**config.mk**
```make
export PLATFORM = sky130hd
export DESIGN_NAME = tiny_dnn_out_fifo_flat
export DESIGN_NICKNAME = d
export VERILOG_FILES = /design/src/rtl/tiny_dnn_out_fifo_if.sv /design/src/rtl/tiny_dnn_out_fifo.sv /design/src/flat_wrapper.sv
export SDC_FILE = /design/constraint.sdc
export NUM_CORES = 1
export LEC_CHECK = 0
export BUFFER_PORTS_ARGS = -buffer_cell sky130_fd_sc_hd__clkbuf_2
export CAP_MARGIN = 15
export CORE_AREA = 2 2 93 95
export CTS_BUF_LIST = sky130_fd_sc_hd__clkbuf_2 sky130_fd_sc_hd__clkbuf_4 sky130_fd_sc_hd__clkbuf_8
export CTS_CLUSTER_SIZE = 24
export DETAILED_ROUTE_END_ITERATION = 10
export DIE_AREA = 0 0 95 97
export HOLD_SLACK_MARGIN = 0.12
export PLACE_DENSITY = 0.83
export SYNTH_ARGS = -nofsm -noshare
export SYNTH_HDL_FRONTEND = slang
export SYNTH_SLANG_ARGS = --single-unit
```
**constraint.sdc**
```tcl
create_clock -name clk -period 5.2 [get_ports clk]
set_input_delay 0.52 -clock clk [delete_from_list [all_inputs] [get_ports clk]]
set_output_delay 0.52 -clock clk [all_outputs]
set_load 0.05 [all_outputs]
```
**src/rtl/tiny_dnn_out_fifo_if.sv**
```systemverilog
`default_nettype none
// ============================================================================
//  Module      : tiny_dnn_out_fifo_if
//  Description : Producer/consumer bundle for tiny_dnn_out_fifo. It carries the
//                fp32 input side (nrm/nrm_valid/in_ready), the bf16 output side
//                (out_data/out_valid/out_ready) and the status outputs
//                (count, drop).
//  Revision    : 1.0 - initial release
// ============================================================================
interface tiny_dnn_out_fifo_if #(
  parameter int AW = 2
);
  logic          nrm_valid;
  logic [31:0]   nrm;
  logic          in_ready;
  logic          out_valid;
  logic [15:0]   out_data;
  logic          out_ready;
  logic [AW:0]   count;
  logic          drop;

  // Environment side: it produces normalize results and consumes bf16 words.
  modport master (
    output nrm_valid, nrm, out_ready,
    input  in_ready, out_valid, out_data, count, drop
  );

  // Block side.
  modport slave (
    input  nrm_valid, nrm, out_ready,
    output in_ready, out_valid, out_data, count, drop
  );
endinterface
`default_nettype wire

```
**src/rtl/tiny_dnn_out_fifo.sv**
```systemverilog
`default_nettype none
// ============================================================================
//  Module      : tiny_dnn_out_fifo
//  Description : Takes fp32 normalize results, rounds them to bfloat16 using
//                round-to-nearest-even, and buffers them in a DEPTH-entry FIFO.
//                A valid/ready consumer drains the FIFO.
//                Optional macro RELU_EN: negative inputs (including -0) are
//                stored as +0.
//  Revision    : 1.0 - initial release
// ============================================================================
module tiny_dnn_out_fifo #(
  parameter int DEPTH = 4,
  parameter int AW    = 2
) (
  input  wire logic         clk,
  input  wire logic         init,
  tiny_dnn_out_fifo_if.slave bus
);

  localparam logic [AW:0]   DEPTH_C = (AW+1)'(DEPTH);
  localparam logic [AW:0]   ONE_C   = (AW+1)'(1);
  localparam logic [AW-1:0] ONE_P   = AW'(1);

  // Stage-1 holding register (rounded word waiting to be written).
  logic          s1_valid;
  logic [15:0]   s1_data;

  // FIFO storage and bookkeeping.
  logic [15:0]   mem [DEPTH];
  logic [AW-1:0] wr_ptr;
  logic [AW-1:0] rd_ptr;
  logic [AW:0]   count_q;
  logic [15:0]   out_data_q;
  logic          in_ready_q;
  logic          drop_q;

  // Combinational next-state terms.
  logic          push;
  logic          pop;
  logic          round_inc;
  logic [15:0]   rounded;
  logic [15:0]   s1_next;
  logic [AW:0]   count_after_pop;
  logic [AW:0]   count_next;
  logic [AW:0]   occupancy_next;
  logic [AW-1:0] rd_ptr_next;
  logic          head_from_s1;
  logic          in_ready_next;

  // Handshakes, RNE rounding, and the next occupancy that sets in_ready.
  always_comb begin
    push      = bus.nrm_valid & in_ready_q;
    pop       = (count_q != '0) & bus.out_ready;

    // Round up when above the halfway point, or exactly at halfway with an
    // odd LSB. A mantissa carry ripples into the exponent. This is correct for
    // bf16 and saturates 0x7F7F to +inf.
    round_inc = bus.nrm[15] & (bus.nrm[16] | (|bus.nrm[14:0]));
    rounded   = bus.nrm[31:16] + {15'd0, round_inc};
    s1_next   = rounded;
`ifdef RELU_EN
    if (bus.nrm[31]) begin
      s1_next = 16'h0000;
    end
`endif

    count_after_pop = pop ? (count_q - ONE_C) : count_q;
    count_next      = s1_valid ? (count_after_pop + ONE_C) : count_after_pop;
    rd_ptr_next     = pop ? (rd_ptr + ONE_P) : rd_ptr;

    // The next head is the stage-1 word being written whenever the FIFO
    // empties (or was already empty) on this edge.
    head_from_s1    = s1_valid & (count_after_pop == '0);

    // in_ready is registered from next-state occupancy, so out_ready never
    // reaches it combinationally within the same cycle.
    occupancy_next  = count_next + {{AW{1'b0}}, push};
    in_ready_next   = (occupancy_next < DEPTH_C);
  end

  // Stage 1: capture the rounded word on a push.
  always_ff @(posedge clk) begin
    if (init) begin
      s1_valid <= 1'b0;
      s1_data  <= 16'h0000;
    end else begin
      s1_valid <= push;
      if (push) begin
        s1_data <= s1_next;
      end
    end
  end

  // Storage array: stage-1 word written at wr_ptr. The array has no reset, because count gates it.
  always_ff @(posedge clk) begin
    if (!init && s1_valid) begin
      mem[wr_ptr] <= s1_data;
    end
  end

  // Pointer and occupancy bookkeeping.
  always_ff @(posedge clk) begin
    if (init) begin
      wr_ptr  <= '0;
      rd_ptr  <= '0;
      count_q <= '0;
    end else begin
      if (s1_valid) begin
        wr_ptr <= wr_ptr + ONE_P;
      end
      rd_ptr  <= rd_ptr_next;
      count_q <= count_next;
    end
  end

  // Registered head word. It holds while there is no pop, and it keeps its last value when empty.
  always_ff @(posedge clk) begin
    if (init) begin
      out_data_q <= 16'h0000;
    end else if (head_from_s1) begin
      out_data_q <= s1_data;
    end else if (count_after_pop != '0) begin
      out_data_q <= mem[rd_ptr_next];
    end
  end

  // Acceptance flag and sticky drop indicator.
  always_ff @(posedge clk) begin
    if (init) begin
      in_ready_q <= 1'b0;
      drop_q     <= 1'b0;
    end else begin
      in_ready_q <= in_ready_next;
      if (bus.nrm_valid && !in_ready_q) begin
        drop_q <= 1'b1;
      end
    end
  end

  assign bus.in_ready  = in_ready_q;
  assign bus.out_valid = (count_q != '0);
  assign bus.out_data  = out_data_q;
  assign bus.count     = count_q;
  assign bus.drop      = drop_q;

endmodule
`default_nettype wire
```
**src/flat_wrapper.sv**
```systemverilog
// flat-port wrapper written by rule: the top's interface ports become plain ports
module tiny_dnn_out_fifo_flat 
#(
  parameter int DEPTH = 4,
  parameter int AW    = 2
)
  (clk, init, bus_nrm_valid, bus_nrm, bus_out_ready, bus_in_ready, bus_out_valid, bus_out_data, bus_count, bus_drop);
  tiny_dnn_out_fifo_if #(.AW(AW)) bus_i ();
  input  wire logic clk;
  input  wire logic init;
  input wire logic [$bits(bus_i.nrm_valid)-1:0] bus_nrm_valid;
  input wire logic [$bits(bus_i.nrm)-1:0] bus_nrm;
  input wire logic [$bits(bus_i.out_ready)-1:0] bus_out_ready;
  output wire logic [$bits(bus_i.in_ready)-1:0] bus_in_ready;
  output wire logic [$bits(bus_i.out_valid)-1:0] bus_out_valid;
  output wire logic [$bits(bus_i.out_data)-1:0] bus_out_data;
  output wire logic [$bits(bus_i.count)-1:0] bus_count;
  output wire logic [$bits(bus_i.drop)-1:0] bus_drop;
  assign bus_i.nrm_valid = bus_nrm_valid;
  assign bus_i.nrm = bus_nrm;
  assign bus_i.out_ready = bus_out_ready;
  assign bus_in_ready = bus_i.in_ready;
  assign bus_out_valid = bus_i.out_valid;
  assign bus_out_data = bus_i.out_data;
  assign bus_count = bus_i.count;
  assign bus_drop = bus_i.drop;
  tiny_dnn_out_fifo #(.DEPTH(DEPTH), .AW(AW)) u_core (.clk(clk), .init(init), .bus(bus_i));
endmodule
```
==> flow_summary_export.csv, run 1 <==
group,metric,value,unit
placement,port_buffers,57,
timing,rsz0062_at_grt,"no",
power,ir_drop,369,uV
detailed_routing,ant_nets,0,
placement,place.detailed.hpwl,7340,um
yosys,synth_top_area_frac,0.370,
detailed_routing,first_pass_iters,5,
timing,min_period,3.90,ns
clock_network,path_clk_slew,0.10,ns
clock_network,cts_resized,0,
yosys,synthArstFlopShare,0,
worst_setup_path,crit_family,"compound AO/OA/AOI/OAI gates",
die,start_util,0.638,
clock_network,clock_sinks,106,
timing,timing.fmax,0.257,GHz
yosys,avgSynthCellArea,11.8,um2
run,maxCapViolCount,0,
yosys,syn_area,0.00519,mm2
clock_network,cts-root-buf,"clkbuf_8",
detailed_routing,vias_per_cell,6.44,
grt,grt_pass1_vias,3769,
clock_network,post_cts_buffers,0,
die,core,0.00813,mm2
grt,grt_max_degree,47,
detailed_routing,wl_per_cell,19.5,um
yosys,synth_area_leaders,"edfxtp_1 (37%), dfxtp_1 (16%), a211oi_1 (5.4%)",
worst_setup_path,cp.required,5.43,ns
worst_setup_path,arrival,4.13,ns
yosys,synth-seq-cells,106,
finish,drive_gt1_frac,0.240,
clock_network,cts_tree,"yes",
timing,skew,0.00882,ns
power,p_leak,2.06,nW
grt,grt_overflow,0,
worst_setup_path,end_kind,"register",
placement,globalplace.congestion,0.835,
clock_network,htree_levels,3,
timing,slew_violations,0,
worst_setup_path,cpPeakStageDelay,0.65,ns
die,fp.dieW,95,um
finish,syn_to_final_growth,9.16,%
yosys,yosys_warnings,0,
die,die_area,0.00922,mm2
clock_network,cts_hold_buf,0,
yosys,yosysTopAreaCell,"edfxtp_1",
yosys,synthesis.instances,440,
outcome,outcome,"finished clean",
detailed_routing,vias,3794,
timing,worstMarginPinSlew,1.04,ns
yosys,synthDistinctLibCells,49,
min_path,holdCritPathClass,"in2reg",
yosys,synth_edf_count,64,
timing,setup_violations,0,
yosys,ys_seq_area_frac,0.532,
clock_network,clk_latency,0.36,ns
worst_setup_path,crit_chain,"inv_1 -> ha_1 -> nor2b_1 -> inv_4 -> nand2_4 -> nor2_1 -> a21oi_1 -> ha_1 -> inv_1 -> a311o_1 -> o21ai_2 -> a211oi_1 -> a2111oi_1",
detailed_routing,dr.first_iter.drc_count,276,
clock_network,cts_buffer_depth,2,
finish,fin_cells,589,
die,rows,33,
worst_setup_path,critPathBufInv,3,
grt,antenna_found_initial,0,
grt,grt_pass1_wl,18700,um
detailed_routing,drcViolationCount,0,
worst_setup_path,crit_slowest_cell,"nor2b_1",
yosys,yosysMostFrequentCell,"edfxtp_1",
timing,relSlewSlack,0.308,
die,io_pins,58,
timing,setup_tns,0,ns
worst_setup_path,crit_type,"reg2reg",
finish,layout.nets,523,
yosys,yosys-top-cells-count,"edfxtp_1 (64), dfxtp_1 (42), a211oi_1 (37), nor2_1 (33), and3_1 (26)",
timing,hold_viol,0,
grt,track_usage,0.265,
die,die_h,97,um
timing,fin_crit_sh,0.750,
power,p_per_area,563,mW/mm2
placement,dpl.cell_count,573,
worst_setup_path,cp_max_fo,36,
yosys,syn-num-nets,484,
worst_setup_path,cp-start-kind,"register",
yosys,synth_ff_type,"edfxtp_1",
finish,num_antenna_cells,0,
detailed_routing,wl,11500,um
clock_network,cts_buffers,9,
area by class of cell:
class | instances | area, um2
repair buffers | 61 | 315
multi-input cells | 289 | 2180
inverters | 12 | 47.5
well taps | 105 | 131
clock inverters | 6 | 95.1
flip-flops and latches | 106 | 2760
clock buffers | 10 | 131
fillers | 569 | 2470
sequential cells by signal, indices dropped and copies added, names as in the netlist:
signal / flops
u_core.mem: 64
u_core.bus.out_data: 16
u_core.s1_data: 16
u_core.bus.count: 3
u_core.rd_ptr: 2
u_core.wr_ptr: 2
u_core.bus.drop: 1
u_core.bus.in_ready: 1
u_core.s1_valid: 1
metrics by stage:
stage	power (mW)	cell area [um2]	setup slack, ns	hold slack, ns	util
after floorplan	2.35	5190	2.00	0.476	-
after global placement	2.56	5440	1.67	0.451	0.669
after detailed placement	2.62	5440	1.43	0.492	0.669
after CTS	3.18	5660	1.34	0.442	0.696
after global routing	3.37	5660	0.978	0.447	0.696
final	3.19	5660	1.30	0.441	0.696
power breakdown:
part / internal, mW / total [mW] / switching [mW]
combinational: 0.498 / 1.48 / 0.987
clock: 0.283 / 0.565 / 0.282
sequential: 1.03 / 1.14 / 0.108
final timing paths:
check | depth (start not counted) | slack (ns) | endpoint | start
worst max-delay path | 13 | 1.30 | u_core.bus.out_data[11]$_SDFFE_PP0P_ | u_core.bus.count[0]$_SDFF_PP0_
worst min-delay path | 3 | 0.44 | u_core.bus.drop$_SDFFE_PP0P_ | bus_nrm_valid
worst max register to register | 13 | 1.30 | u_core.bus.out_data[11]$_SDFFE_PP0P_ | u_core.bus.count[0]$_SDFF_PP0_
worst min register to register | 2 | 0.50 | u_core.bus.drop$_SDFFE_PP0P_ | u_core.bus.drop$_SDFFE_PP0P_
cells by family (layout without fill, tap and decap cells):
family / Yosys count / after routing / share of synthesized area
compound gates: 115 / 115 / 0.201
mux: 1 / 1 / 0.00193
buf+inv: 45 / 89 / 0.0473
flops: 106 / 106 / 0.532
xor+xnor: 18 / 18 / 0.0304
simple gates: 147 / 147 / 0.168
fa+ha+maj: 8 / 8 / 0.0193
routing by layer:
metal / vias to the layer above / GRT usage / part of all wire
met1: 1804 / 0.348 / 0.41
met2: 187 / 0.440 / 0.49
met3: 17 / 0.0514 / 0.085
met5: - / 0 / 0
li1: 1786 / - / -
met4: 0 / 0.0858 / 0.016
placed cells by master (no fill, tap or decap), drive strengths merged:
cell type / count
clkbuf: 67
edfxtp: 64
a211oi: 48
dfxtp: 42
and3: 35
nor2: 34
nor2b: 18
or3: 18
o311ai: 18
a211o: 16
a2111oi: 16
inv: 15
xnor2: 13
nand3: 10
nand2: 9
ha: 8
nor4: 7
and2: 6
o21ai: 6
nor3: 5
xor2: 5
a21oi: 4
buf: 4
nand4: 3
a31oi: 2
bufinv: 2
a21boi: 1
a311o: 1
or2: 1
nand2b: 1
o21a: 1
o211ai: 1
o21ba: 1
mux2i: 1
clkinv: 1
tightest hold or removal path, cell delays in order:
cell	delay, ns
clkbuf_2	0.10
a21oi_1	0.06
nor2_1	0.08
Power figures use the tool's default switching activity.
==> inputs of run 2 (changes only) <==
Settings changed: CORE_AREA 2 2 93 95 to 2 2 96 98, DIE_AREA 0 0 95 97 to 0 0 98 100, PLACE_DENSITY 0.83 to 0.79.
Clock period 5.2 ns to 3.65 ns, I/O delays scaled along.
==> run 2 against run 1 <==
- worst hold slack got worse by 0.16 ns
- setup slack got worse by 1.1 ns
- design area fell by 0.55%
- highest routed layer unchanged
- clock power rose by 17%
- die area rose by 6.3%
- largest power group unchanged
- flip-flop and latch count stayed put
- sequential power grew 42%
==> flow_summary_export.csv, run 2 (same netlist as run 1, synthesis figures left out) <==
group,metric,value,unit
outcome,outcome,"finished clean",
finish,top_register,"u_core.mem",
detailed_routing,vias,3752,
detailed_routing,ant_nets,0,
placement,place.detailed.hpwl,7780,um
power,p_leak,2.04,nW
worst_setup_path,cp.required,3.90,ns
timing,whs,0.278,ns
timing,fin_crit_sh,0.945,
finish,syn_to_final_growth,8.56,%
die,die_area,0.00980,mm2
worst_setup_path,end_kind,"register",
die,die_h,100,um
timing,min_period,3.45,ns
grt,antenna_found_initial,0,
clock_network,clock_sinks,106,
timing,setup_tns,0,ns
worst_setup_path,cp-start-kind,"register",
clock_network,cts_tree,"yes",
grt,track_usage,0.229,
worst_setup_path,crit_type,"reg2reg",
finish,num_antenna_cells,0,
placement,port_buffers,57,
clock_network,cts_buffer_depth,2,
clock_network,cts_resized,0,
finish,n_fill_cell,681,
clock_network,cts_buffers,9,
clock_network,cts_hold_buf,0,
timing,skew,0.0121,ns
timing,worstMarginPinSlew,1.01,ns
placement,globalplace.congestion,0.870,
finish,drive_gt1_frac,0.241,
timing,relSlewSlack,0.328,
worst_setup_path,cp_max_fo,19,
detailed_routing,wl,11100,um
power,power,4.39,mW
die,fp.dieW,98,um
grt,grt_pass1_wl,17900,um
die,start_util,0.584,
worst_setup_path,arrival,3.69,ns
grt,grt_overflow,0,
grt,grt_pass1_vias,3611,
power,p_per_area,779,mW/mm2
timing,slew_violations,0,
clock_network,cts-root-buf,"clkbuf_8",
timing,setup_violations,0,
timing,rsz0062_at_grt,"no",
clock_network,htree_levels,3,
finish,fin_util,0.634,
clock_network,path_clk_slew,0.10,ns
detailed_routing,dr.first_iter.drc_count,277,
timing,hold_viol,0,
die,core,0.00889,mm2
finish,layout_common_cells,"edfxtp_1 (64), clkbuf_2 (57), dfxtp_1 (42), a211oi_1 (37), nor2_1 (33)",
die,rows,35,
clock_network,clk_latency,0.36,ns
finish,layout_commonest_cell,"edfxtp_1",
finish,largest_register_ffs,64,
detailed_routing,vias_per_cell,6.30,
detailed_routing,wl_per_cell,18.6,um
power,ir_drop,468,uV
run,maxCapViolCount,0,
timing,timing.fmax,0.290,GHz
clock_network,post_cts_buffers,0,
finish,layout.nets,525,
grt,grt_max_degree,46,
detailed_routing,first_pass_iters,4,
min_path,holdCritPathClass,"in2reg",
die,io_pins,58,
detailed_routing,drcViolationCount,0,
[run 2: changes by cell type in the layout (fill, tap and decap cells not counted), sizes merged]
cell / delta
clkinvlp: +2
bufinv: -2
buf: +2
clkbuf: -1
[run 2: through the flow]
stage / setup WS, ns / area [um2] / cells
after floorplan: 0.453 / 5190 / 440
after detailed placement: 0.242 / 5460 / 581
after global routing: 0.0124 / 5630 / 596
after CTS: 0.229 / 5630 / 596
final: 0.202 / 5630 / 596
after global placement: 0.498 / 5460 / 581
[run 2: path summary, 6_finish.rpt]
| path | start | to | cells past startpoint | slack, ns |
|---|---|---|---|---|
| max | u_core.bus.count[0]$_SDFF_PP0_ | u_core.bus.out_data[3]$_SDFFE_PP0P_ | 11 | 0.20 |
| max reg2reg | u_core.bus.count[0]$_SDFF_PP0_ | u_core.bus.out_data[3]$_SDFFE_PP0P_ | 11 | 0.20 |
| min reg2reg | u_core.bus.drop$_SDFFE_PP0P_ | u_core.bus.drop$_SDFFE_PP0P_ | 2 | 0.49 |
| min | bus_nrm_valid | u_core.bus.drop$_SDFFE_PP0P_ | 3 | 0.28 |
[run 2: routing by layer]
metal,vias up,global-route usage,share of wire
met5,-,0,0
met2,141,0.396,0.49
met1,1814,0.303,0.44
met3,9,0.0376,0.059
met4,0,0.0598,0.0087
li1,1788,-,-
[run 2: power by group]
part / leakage [nW] / switching, mW / total [mW] / internal, mW
sequential: 0.936 / 0.155 / 1.62 / 1.47
combinational: 1.02 / 1.38 / 2.11 / 0.726
clock: 0.0840 / 0.406 / 0.659 / 0.253
total: 2.04 / 1.94 / 4.39 / 2.45
[run 2: worst max-delay path, cell delays in order (launching register included)]
cell,delay (ns)
dfxtp_1,0.38
inv_1,0.17
ha_1,0.20
nor2b_1,0.68
nor2_4,0.21
xnor2_1,0.31
ha_1,0.20
inv_1,0.04
a311o_1,0.29
o21ai_2,0.39
a211oi_2,0.09
a2111oi_2,0.37
[run 2: final cells by class]
cell class	instances	area, um2	share of cell area
repair buffers	63	330	0.0586
multi-input cells	289	2180	0.387
inverters	12	47.5	0.00844
well taps	111	139	0.0247
flip-flops and latches	106	2760	0.490
clock buffers	9	124	0.0220
clock inverters	6	48.8	0.00866
